`src/rtl/ld_st_sequencer_pkg.sv`:
```
// Shared opcode, bus-source and state definitions for the load/store control sequencer.
package ld_st_sequencer_pkg;

  localparam logic [4:0] OP_LD  = 5'b00000;
  localparam logic [4:0] OP_LDI = 5'b00001;
  localparam logic [4:0] OP_ST  = 5'b00010;

  localparam logic [4:0] BUS_NONE = 5'b00000;
  localparam logic [4:0] BUS_ZLO  = 5'b10011;
  localparam logic [4:0] BUS_PC   = 5'b10100;
  localparam logic [4:0] BUS_MDR  = 5'b10101;
  localparam logic [4:0] BUS_C    = 5'b11000;

  // Illegal-opcode completion gets its own DONE state so that illegal stays a pure state decode.
  localparam logic [4:0] S_IDLE     = 5'd0;
  localparam logic [4:0] S_F0       = 5'd1;
  localparam logic [4:0] S_F1       = 5'd2;
  localparam logic [4:0] S_F2       = 5'd3;
  localparam logic [4:0] S_F3       = 5'd4;
  localparam logic [4:0] S_F4       = 5'd5;
  localparam logic [4:0] S_A0       = 5'd6;
  localparam logic [4:0] S_A1       = 5'd7;
  localparam logic [4:0] S_A2       = 5'd8;
  localparam logic [4:0] S_R0       = 5'd9;
  localparam logic [4:0] S_R1       = 5'd10;
  localparam logic [4:0] S_WB       = 5'd11;
  localparam logic [4:0] S_LDI_WB   = 5'd12;
  localparam logic [4:0] S_SM       = 5'd13;
  localparam logic [4:0] S_SW       = 5'd14;
  localparam logic [4:0] S_DONE     = 5'd15;
  localparam logic [4:0] S_DONE_ILL = 5'd16;

  typedef struct packed {
    logic       inc_pc;
    logic       e_ir;
    logic       e_y;
    logic       e_z;
    logic       e_mdr;
    logic       e_mar;
    logic       ram_read;
    logic       ram_write;
    logic       mdr_read;
    logic       gra;
    logic       grb;
    logic       e_rin;
    logic       e_rout;
    logic       ba_out;
    logic       imm_sel;
    logic [3:0] alu_op;
    logic [4:0] bus_sel;
    logic       busy;
    logic       done;
    logic       illegal;
  } ctrl_t;

endpackage

```
`src/rtl/ld_st_sequencer_if.sv`:
```
// Datapath control bundle: the sequencer is the master, the datapath the slave.
interface ld_st_sequencer_if;
  import ld_st_sequencer_pkg::*;

  logic       start;
  logic       halt;
  logic [4:0] ir_opcode;
  logic       incPC, e_IR, e_Y, e_Z, e_MDR, e_MAR, ram_read, ram_write, MDR_read;
  logic       Gra, Grb, e_Rin, e_Rout, BAout, imm_sel;
  logic [3:0] ALU_op;
  logic [4:0] BusDataSelect;
  logic       busy, done, illegal;

  modport master (
    input  start, halt, ir_opcode,
    output incPC, e_IR, e_Y, e_Z, e_MDR, e_MAR, ram_read, ram_write, MDR_read,
    output Gra, Grb, e_Rin, e_Rout, BAout, imm_sel, ALU_op, BusDataSelect,
    output busy, done, illegal
  );

  modport slave (
    output start, halt, ir_opcode,
    input  incPC, e_IR, e_Y, e_Z, e_MDR, e_MAR, ram_read, ram_write, MDR_read,
    input  Gra, Grb, e_Rin, e_Rout, BAout, imm_sel, ALU_op, BusDataSelect,
    input  busy, done, illegal
  );

endinterface

```
`src/rtl/ld_st_sequencer.sv`:
```
// T-step control sequencer for instruction fetch plus ld / ldi / st.
//
// state      | meaning
// IDLE       | waiting for start, all controls low
// F0..F4     | fetch: PC increment, MAR<-PC, two-cycle RAM read, IR<-MDR
// A0, A1     | effective address: Y<-Rb (0 for R0), Z<-Y+C
// A2         | MAR<-Z (ld and st only)
// R0, R1     | ld memory read into MDR
// WB         | ld write-back Ra<-MDR
// LDI_WB     | ldi write-back Ra<-Z
// SM, SW     | st: MDR<-Ra from the bus, then RAM write
// DONE       | one-cycle completion pulse
// DONE_ILL   | completion pulse with illegal for an unsupported opcode
module ld_st_sequencer
  import ld_st_sequencer_pkg::*;
#(
  parameter bit         AUTO_RUN = 1'b0,
  parameter logic [3:0] ALU_ADD  = 4'b0011
) (
  input  logic              clock,
  input  logic              clear,
  ld_st_sequencer_if.master sif
);

  logic [4:0] r_state;
  logic [4:0] w_next;
  ctrl_t      w_ctl;

  // State register; clear forces IDLE at once, even mid-instruction.
  always_ff @(posedge clock or negedge clear) begin
    if (!clear) r_state <= S_IDLE;
    else        r_state <= w_next;
  end

  // Next-state: fixed step order, opcode branches at A1 and A2 exits.
  always_comb begin
    w_next = S_IDLE;
    case (r_state)
      S_IDLE:   w_next = sif.start ? S_F0 : S_IDLE;
      S_F0:     w_next = S_F1;
      S_F1:     w_next = S_F2;
      S_F2:     w_next = S_F3;
      S_F3:     w_next = S_F4;
      S_F4:     w_next = S_A0;
      S_A0:     w_next = S_A1;
      S_A1: begin
        if (sif.ir_opcode == OP_LD || sif.ir_opcode == OP_ST) w_next = S_A2;
        else if (sif.ir_opcode == OP_LDI)                     w_next = S_LDI_WB;
        else                                                  w_next = S_DONE_ILL;
      end
      S_A2:     w_next = (sif.ir_opcode == OP_ST) ? S_SM : S_R0;
      S_R0:     w_next = S_R1;
      S_R1:     w_next = S_WB;
      S_WB:     w_next = S_DONE;
      S_LDI_WB: w_next = S_DONE;
      S_SM:     w_next = S_SW;
      S_SW:     w_next = S_DONE;
      S_DONE, S_DONE_ILL:
                w_next = (AUTO_RUN && !sif.halt) ? S_F0 : S_IDLE;
      default:  w_next = S_IDLE;
    endcase
  end

  // Moore output decode from the state register alone.
  always_comb begin
    w_ctl      = '0;
    w_ctl.busy = (r_state != S_IDLE);
    case (r_state)
      S_F0:       w_ctl.inc_pc = 1'b1;
      S_F1:       begin w_ctl.bus_sel = BUS_PC; w_ctl.e_mar = 1'b1; end
      S_F2, S_R0: begin w_ctl.ram_read = 1'b1; w_ctl.mdr_read = 1'b1; end
      S_F3, S_R1: begin w_ctl.ram_read = 1'b1; w_ctl.mdr_read = 1'b1; w_ctl.e_mdr = 1'b1; end
      S_F4:       begin w_ctl.bus_sel = BUS_MDR; w_ctl.e_ir = 1'b1; end
      S_A0:       begin w_ctl.grb = 1'b1; w_ctl.ba_out = 1'b1; w_ctl.e_y = 1'b1; end
      S_A1: begin
        w_ctl.bus_sel = BUS_C;
        w_ctl.imm_sel = 1'b1;
        w_ctl.alu_op  = ALU_ADD;
        w_ctl.e_z     = 1'b1;
      end
      S_A2:       begin w_ctl.bus_sel = BUS_ZLO; w_ctl.e_mar = 1'b1; end
      S_WB:       begin w_ctl.bus_sel = BUS_MDR; w_ctl.gra = 1'b1; w_ctl.e_rin = 1'b1; end
      S_LDI_WB:   begin w_ctl.bus_sel = BUS_ZLO; w_ctl.gra = 1'b1; w_ctl.e_rin = 1'b1; end
      // MDR_read stays low so MDR captures Ra from the bus instead of RAM.
      S_SM:       begin w_ctl.gra = 1'b1; w_ctl.e_rout = 1'b1; w_ctl.e_mdr = 1'b1; end
      S_SW:       w_ctl.ram_write = 1'b1;
      S_DONE:     w_ctl.done = 1'b1;
      S_DONE_ILL: begin w_ctl.done = 1'b1; w_ctl.illegal = 1'b1; end
      default:    ;
    endcase
  end

  assign sif.incPC         = w_ctl.inc_pc;
  assign sif.e_IR          = w_ctl.e_ir;
  assign sif.e_Y           = w_ctl.e_y;
  assign sif.e_Z           = w_ctl.e_z;
  assign sif.e_MDR         = w_ctl.e_mdr;
  assign sif.e_MAR         = w_ctl.e_mar;
  assign sif.ram_read      = w_ctl.ram_read;
  assign sif.ram_write     = w_ctl.ram_write;
  assign sif.MDR_read      = w_ctl.mdr_read;
  assign sif.Gra           = w_ctl.gra;
  assign sif.Grb           = w_ctl.grb;
  assign sif.e_Rin         = w_ctl.e_rin;
  assign sif.e_Rout        = w_ctl.e_rout;
  assign sif.BAout         = w_ctl.ba_out;
  assign sif.imm_sel       = w_ctl.imm_sel;
  assign sif.ALU_op        = w_ctl.alu_op;
  assign sif.BusDataSelect = w_ctl.bus_sel;
  assign sif.busy          = w_ctl.busy;
  assign sif.done          = w_ctl.done;
  assign sif.illegal       = w_ctl.illegal;

endmodule

```
`src/flat_wrapper.sv`:
```
// flat-port wrapper written by rule: the top's interface ports become plain ports
module ld_st_sequencer_flat import ld_st_sequencer_pkg::*;
#(
  parameter bit         AUTO_RUN = 1'b0,
  parameter logic [3:0] ALU_ADD  = 4'b0011
)
  (clock, clear, sif_start, sif_halt, sif_ir_opcode, sif_incPC, sif_e_IR, sif_e_Y, sif_e_Z, sif_e_MDR, sif_e_MAR, sif_ram_read, sif_ram_write, sif_MDR_read, sif_Gra, sif_Grb, sif_e_Rin, sif_e_Rout, sif_BAout, sif_imm_sel, sif_ALU_op, sif_BusDataSelect, sif_busy, sif_done, sif_illegal);
  ld_st_sequencer_if sif_i ();
  input  logic clock;
  input  logic clear;
  input wire logic [$bits(sif_i.start)-1:0] sif_start;
  input wire logic [$bits(sif_i.halt)-1:0] sif_halt;
  input wire logic [$bits(sif_i.ir_opcode)-1:0] sif_ir_opcode;
  output wire logic [$bits(sif_i.incPC)-1:0] sif_incPC;
  output wire logic [$bits(sif_i.e_IR)-1:0] sif_e_IR;
  output wire logic [$bits(sif_i.e_Y)-1:0] sif_e_Y;
  output wire logic [$bits(sif_i.e_Z)-1:0] sif_e_Z;
  output wire logic [$bits(sif_i.e_MDR)-1:0] sif_e_MDR;
  output wire logic [$bits(sif_i.e_MAR)-1:0] sif_e_MAR;
  output wire logic [$bits(sif_i.ram_read)-1:0] sif_ram_read;
  output wire logic [$bits(sif_i.ram_write)-1:0] sif_ram_write;
  output wire logic [$bits(sif_i.MDR_read)-1:0] sif_MDR_read;
  output wire logic [$bits(sif_i.Gra)-1:0] sif_Gra;
  output wire logic [$bits(sif_i.Grb)-1:0] sif_Grb;
  output wire logic [$bits(sif_i.e_Rin)-1:0] sif_e_Rin;
  output wire logic [$bits(sif_i.e_Rout)-1:0] sif_e_Rout;
  output wire logic [$bits(sif_i.BAout)-1:0] sif_BAout;
  output wire logic [$bits(sif_i.imm_sel)-1:0] sif_imm_sel;
  output wire logic [$bits(sif_i.ALU_op)-1:0] sif_ALU_op;
  output wire logic [$bits(sif_i.BusDataSelect)-1:0] sif_BusDataSelect;
  output wire logic [$bits(sif_i.busy)-1:0] sif_busy;
  output wire logic [$bits(sif_i.done)-1:0] sif_done;
  output wire logic [$bits(sif_i.illegal)-1:0] sif_illegal;
  assign sif_i.start = sif_start;
  assign sif_i.halt = sif_halt;
  assign sif_i.ir_opcode = sif_ir_opcode;
  assign sif_incPC = sif_i.incPC;
  assign sif_e_IR = sif_i.e_IR;
  assign sif_e_Y = sif_i.e_Y;
  assign sif_e_Z = sif_i.e_Z;
  assign sif_e_MDR = sif_i.e_MDR;
  assign sif_e_MAR = sif_i.e_MAR;
  assign sif_ram_read = sif_i.ram_read;
  assign sif_ram_write = sif_i.ram_write;
  assign sif_MDR_read = sif_i.MDR_read;
  assign sif_Gra = sif_i.Gra;
  assign sif_Grb = sif_i.Grb;
  assign sif_e_Rin = sif_i.e_Rin;
  assign sif_e_Rout = sif_i.e_Rout;
  assign sif_BAout = sif_i.BAout;
  assign sif_imm_sel = sif_i.imm_sel;
  assign sif_ALU_op = sif_i.ALU_op;
  assign sif_BusDataSelect = sif_i.BusDataSelect;
  assign sif_busy = sif_i.busy;
  assign sif_done = sif_i.done;
  assign sif_illegal = sif_i.illegal;
  ld_st_sequencer #(.AUTO_RUN(AUTO_RUN), .ALU_ADD(ALU_ADD)) u_core (.clock(clock), .clear(clear), .sif(sif_i));
endmodule
```
`config.mk`:
```
export PLATFORM = sky130hd
export DESIGN_NAME = ld_st_sequencer_flat
export DESIGN_NICKNAME = d
export VERILOG_FILES = /design/src/rtl/ld_st_sequencer_pkg.sv /design/src/rtl/ld_st_sequencer_if.sv /design/src/rtl/ld_st_sequencer.sv /design/src/flat_wrapper.sv
export SDC_FILE = /design/constraint.sdc
export NUM_CORES = 1
export LEC_CHECK = 0
export ABC_AREA = 1
export ABC_CLOCK_PERIOD_IN_PS = 1500
export BUFFER_PORTS_ARGS = -buffer_cell sky130_fd_sc_hd__buf_2
export CORE_MARGIN = 1
export CORE_UTILIZATION = 41
export DETAILED_ROUTE_END_ITERATION = 8
export GPL_TIMING_DRIVEN = 1
export PLACE_DENSITY = 0.77
export SYNTH_ARGS = -nofsm -noshare
export SYNTH_HDL_FRONTEND = slang
export SYNTH_SLANG_ARGS = --single-unit
```
`constraint.sdc`:
```
create_clock -name clock -period 1.5 [get_ports clock]
set_input_delay 0.3 -clock clock [delete_from_list [all_inputs] [get_ports clock]]
set_output_delay 0.3 -clock clock [all_outputs]
set_load 0.02 [all_outputs]
```
; ---- Yosys cells after proc, flatten, opt, wreduce, memory -nomap -nowiden
; Cells that the tools add are included.
; Widths: inputs -> output; s select.
[op_classes]
n_eq_ne = 18
mux = 20
reduce_logical = 13
[op_table]
columns = op, count
row1 = $pmux 5 s13, 1
row2 = $eq 5x4->1 const B, 8
row3 = $eq 5x3->1 const B, 4
row4 = $pmux 5 s4, 1
row5 = $eq 5x2->1 const B, 3
row6 = $mux 5, 3
row7 = $mux 1, 14
row8 = $eq 5x1->1 const B, 2
row9 = $logic_not 5->1, 2
row10 = $reduce_or 2->1, 5
row11 = $reduce_or 3->1, 3
row12 = $eq 5x5->1 const B, 1
row13 = $reduce_bool 5->1, 1
row14 = $reduce_or 4->1, 1
row15 = $mux 3, 1
row16 = $logic_or 1x1->1, 1
[word_totals]
ff_bits = 5
input_bits = 9
output_inout_bits = 27
word_cells = 52

; ---- Depth between registers and ports, before layout
[depth]
depth_word = 4
ltp_mapped = 8
ltp_nobuf = 8

; ---- Worst setup path before layout
; No wires, ideal clock.
[synth_timing]
path_type = register to output
start = register u_core.r_state[1]
end = output port sif_Gra
t_arrival_ns = 1.313
slack_ns = -0.113
stages_incl_launch_ff = 6
path_buffers = 0
cell_sequence = dfrtp_1 > inv_1 > nand2_1 > nor2_1 > inv_1 > nand3_1
[synth_via]
elab_chain_cells = 3
word_cells_on_any_way = 5
classes_between = 3 x eq/ne / 1 x mux / 1 x reduce/logical
[synth_rtl]
columns = element, line
row1 = from (decl), ld_st_sequencer.sv:25  ; logic [4:0] r_state;
row2 = from (signal assigned), ld_st_sequencer.sv:32  ; else r_state <= w_next;
row3 = $eq 5x4->1, ld_st_sequencer.sv:68  ; case (r_state)
row4 = $reduce_or 3->1 (no line) *, --
row5 = $mux 1 *, ld_st_sequencer.sv:68
row6 = to (decl), flat_wrapper.sv:23  ; output wire logic [$bits(sif_i.Gra)-1:0] sif_Gra;
; Mark *: on every way between the ends. The rest lies on a longest branch, timed or not.

; ---- Final worst setup path
[layout_timing]
start = register u_core.r_state[1]
end = output port sif_ram_read
[layout_via]
elab_chain_cells = 3
word_cells_on_any_way = 6
classes_between = 4 x eq/ne / 1 x mux / 1 x reduce/logical
[layout_rtl]
columns = element, line
row1 = "$eq 5x2->1, or another cell as far along", ld_st_sequencer.sv:68
row2 = $reduce_or 4->1 (no line) *, --
row3 = $mux 1 *, ld_st_sequencer.sv:68
row4 = to (decl), flat_wrapper.sv:20  ; output wire logic [$bits(sif_i.ram_read)-1:0] sif_ram_read;
; Marks and branches as above.

==> metrics.txt <==
post-synthesis mux area share 0; placed wire-length estimate 1.37 mm; Port Buffers 32; Crit-path slowest cell dfrtp_2; crit-path most repeated cell nand2_2; Die Wd 39.9 um; Routed Antenna Nets 0; simple-gate portion of the synthesized area 0.489; HP Start sif_start; final setup TNS -5510 ps; Worst R2R Setup Slack -160 ps; Placer Congestion 0.834; commonest non-fill, non-tap cell in the layout buf_6; diodes inserted 0; Worst Hold Class input port to flip-flop; outcome finished with violations; most flop-heavy register u_core.r_state; first-pass GRT wire length 3.11 mm; setup ws final -277 ps; Post-Syn Instances 103; synth unique cells 17; register clock-pin slew on the reported worst setup and hold paths 50 ps; I/O pin cnt 36; async set-reset flop share out of synthesis 1.00; clock latency at the later pin of the worst-skew pair 240 ps; Longest Clk Path Bufs 2; clk sinks 5; Crit. End Element output port; P&R area growth vs syn 106%; H-tree Lvls 1; DR iter-0 viols 53; biggest regs u_core.r_state: 5 flops; pwr dens 2340 mW/mm2; CTS Buf Count 3; CP cell instances inv_2 -> buf_6 -> nor2_4 -> inv_2 -> nand2_2 -> nand2_2 -> nand2_2 -> buf_6; final WL 3.14 mm; worst reg2reg startpoint u_core.r_state[1]$_DFF_PN0_; CP max FO 5; leading cell types in the layout, fill and taps excluded 28 x buf_6, 17 x buf_4, 14 x nand2_1; f_max 563 MHz; DIE AREA 0.00159 mm2; Syn Std Cell Area 588 um2; initial antenna violation count 0; WHS Path Cells 3; max FFs per register 5; adder-cell share of the synthesized area 0; critical path arrival 1480 ps; Yosys reg bits 5; row cnt 13; leakage 0.691 nW; CP Launch Type flip-flop; Crit path required time 1200 ps; RSZ-0062 raised after global routing yes; fin crit share 1.18; R2R depth 11; R2R Path End u_core.r_state[1]$_DFF_PN0_; nets 167; failing checks setup timing; Synth Warn # 0; via/cell ratio 5.62; slowest stage delay, CP 420 ps; hold slack 387 ps; overflow left after global routing 0; Final min period 1780 ps; post-synthesis xor/xnor area fraction 0; DIE HEIGHT 39.9 um; top_reg_cell synth dfrtp_1; Final Hold Viols 0; Synth Area in Compound Gates 0.0617; Max Cap Violations 0; Post-synth EDFFs 0; cell area after layout 0.00121 mm2; share of cells above drive strength 1 0.656; largest family of logic cells by synthesized area simple AND/OR/NAND/NOR gates; Initial Util 0.446; Hold Path End u_core.r_state[0]$_DFF_PN0_; residual DRC count 0; drt pass-1 iters 4; GRT Overall Usage 0.294; Routed wire per std cell 18.2 um; Root Buffer clkbuf_4; vias in the first global route 711; core region area 0.00132 mm2; via count 966; largest net degree at the start of global routing 7; final setup vio count 28; Seq/Total Area, Yosys 0.213; worst vdd ir 1590 uV; Post-Route Skew 3.94 ps; synthesized area per cell 5.71 um2; Setup Crit Path Kind flip-flop to output port; final slew viol count 0; CP delay by family, top simple AND/OR/NAND/NOR gates; worst path buffer plus inverter count 4; Area after DPL 823 um2; TritonCTS clock tree done
==> power by group <==
| group | leakage, nW | internal, mW | switching [mW] | total (mW) |
|---|---|---|---|---|
| clock | 0.0150 | 0.101 | 0.0578 | 0.158 |
| sequential | 0.0579 | 0.208 | 0.131 | 0.339 |
| combinational | 0.618 | 0.984 | 1.36 | 2.34 |
==> per-layer routing <==
layer  global-route usage  vias to the layer above  routed length [um]
met1                0.316                      454                1150
met3               0.0341                       22                 265
met4                0.103                        0                 173
met5                    0                        -                   0
li1                     -                      415                   -
met2                0.565                       75                1550
==> synth_stat cells, types with 3 or more instances <==
cell type | instances | area (um2)
a21oi_1 | 5 | 25.0
nand4_1 | 3 | 18.8
nand3_1 | 8 | 40.0
buf_4 | 8 | 60.1
nand2_1 | 25 | 93.8
nor2_2 | 8 | 50.1
inv_2 | 3 | 11.3
inv_1 | 17 | 63.8
nor2_1 | 14 | 52.6
dfrtp_1 | 5 | 125
==> area by class of cell <==
cell class,count,area (um2)
multi-input cells,71,453
flip-flops and latches,5,131
inverters,20,75.1
repair buffers,57,508
fillers,52,105
well taps,15,18.8
clock buffers,4,26.3
==> worst max-delay path by stage <==
| stage | from | to | slack, ps | cells past startpoint |
|---|---|---|---|---|
| 3_5_place_dp | u_core.r_state[1]$_DFF_PN0_ | sif_ram_read | -20 | 8 |
| 5_1_grt | u_core.r_state[3]$_DFF_PN0_ | sif_BusDataSelect[4] | -350 | 6 |
| 6_report | u_core.r_state[1]$_DFF_PN0_ | sif_ram_read | -280 | 8 |
| 3_3_place_gp | u_core.r_state[0]$_DFF_PN0_ | sif_BusDataSelect[4] | -4 | 5 |
| 4_1_cts | u_core.r_state[0]$_DFF_PN0_ | sif_e_Rin | -170 | 5 |
| 2_1_floorplan | u_core.r_state[1]$_DFF_PN0_ | sif_Gra | -20 | 5 |
==> cells by family (layout without fill, tap and decap cells) <==
group | count (synthesis) | after routing
AO/OA/AOI/OAI | 7 | 7
buffers and inverters | 28 | 81
flip-flops | 5 | 5
other | 1 | 2
AND/OR/NAND/NOR | 62 | 62
==> tightest hold or removal path, delay by kind of cell <==
family	cells	cell delay, ps
AO/OA/AOI/OAI	1	60
buffers and inverters	1	70
AND/OR/NAND/NOR	1	140
==> timing repair <==
action	4_1_cts	5_1_grt
pin swaps	4	15
setup endpoints to repair	25	28
endpoints found under the hold margin	5	0
cloned	0	0
buffers inserted	7	7
gates resized for setup	49	39
hold buffers	1	0
==> stage by stage <==
step | power (mW) | setup slack (ps) | std cells | utilization
2_1_floorplan | 1.29 | -17.5 | 104 | -
3_3_place_gp | 1.73 | -4.32 | 156 | 0.625
4_1_cts | 2.34 | -168 | 168 | 0.803
5_1_grt | 2.97 | -349 | 172 | 0.920
6_report | 2.84 | -277 | 172 | 0.920
3_5_place_dp | 1.77 | -22.5 | 156 | 0.625
Note: power is estimated with default switching activity, not from simulation.
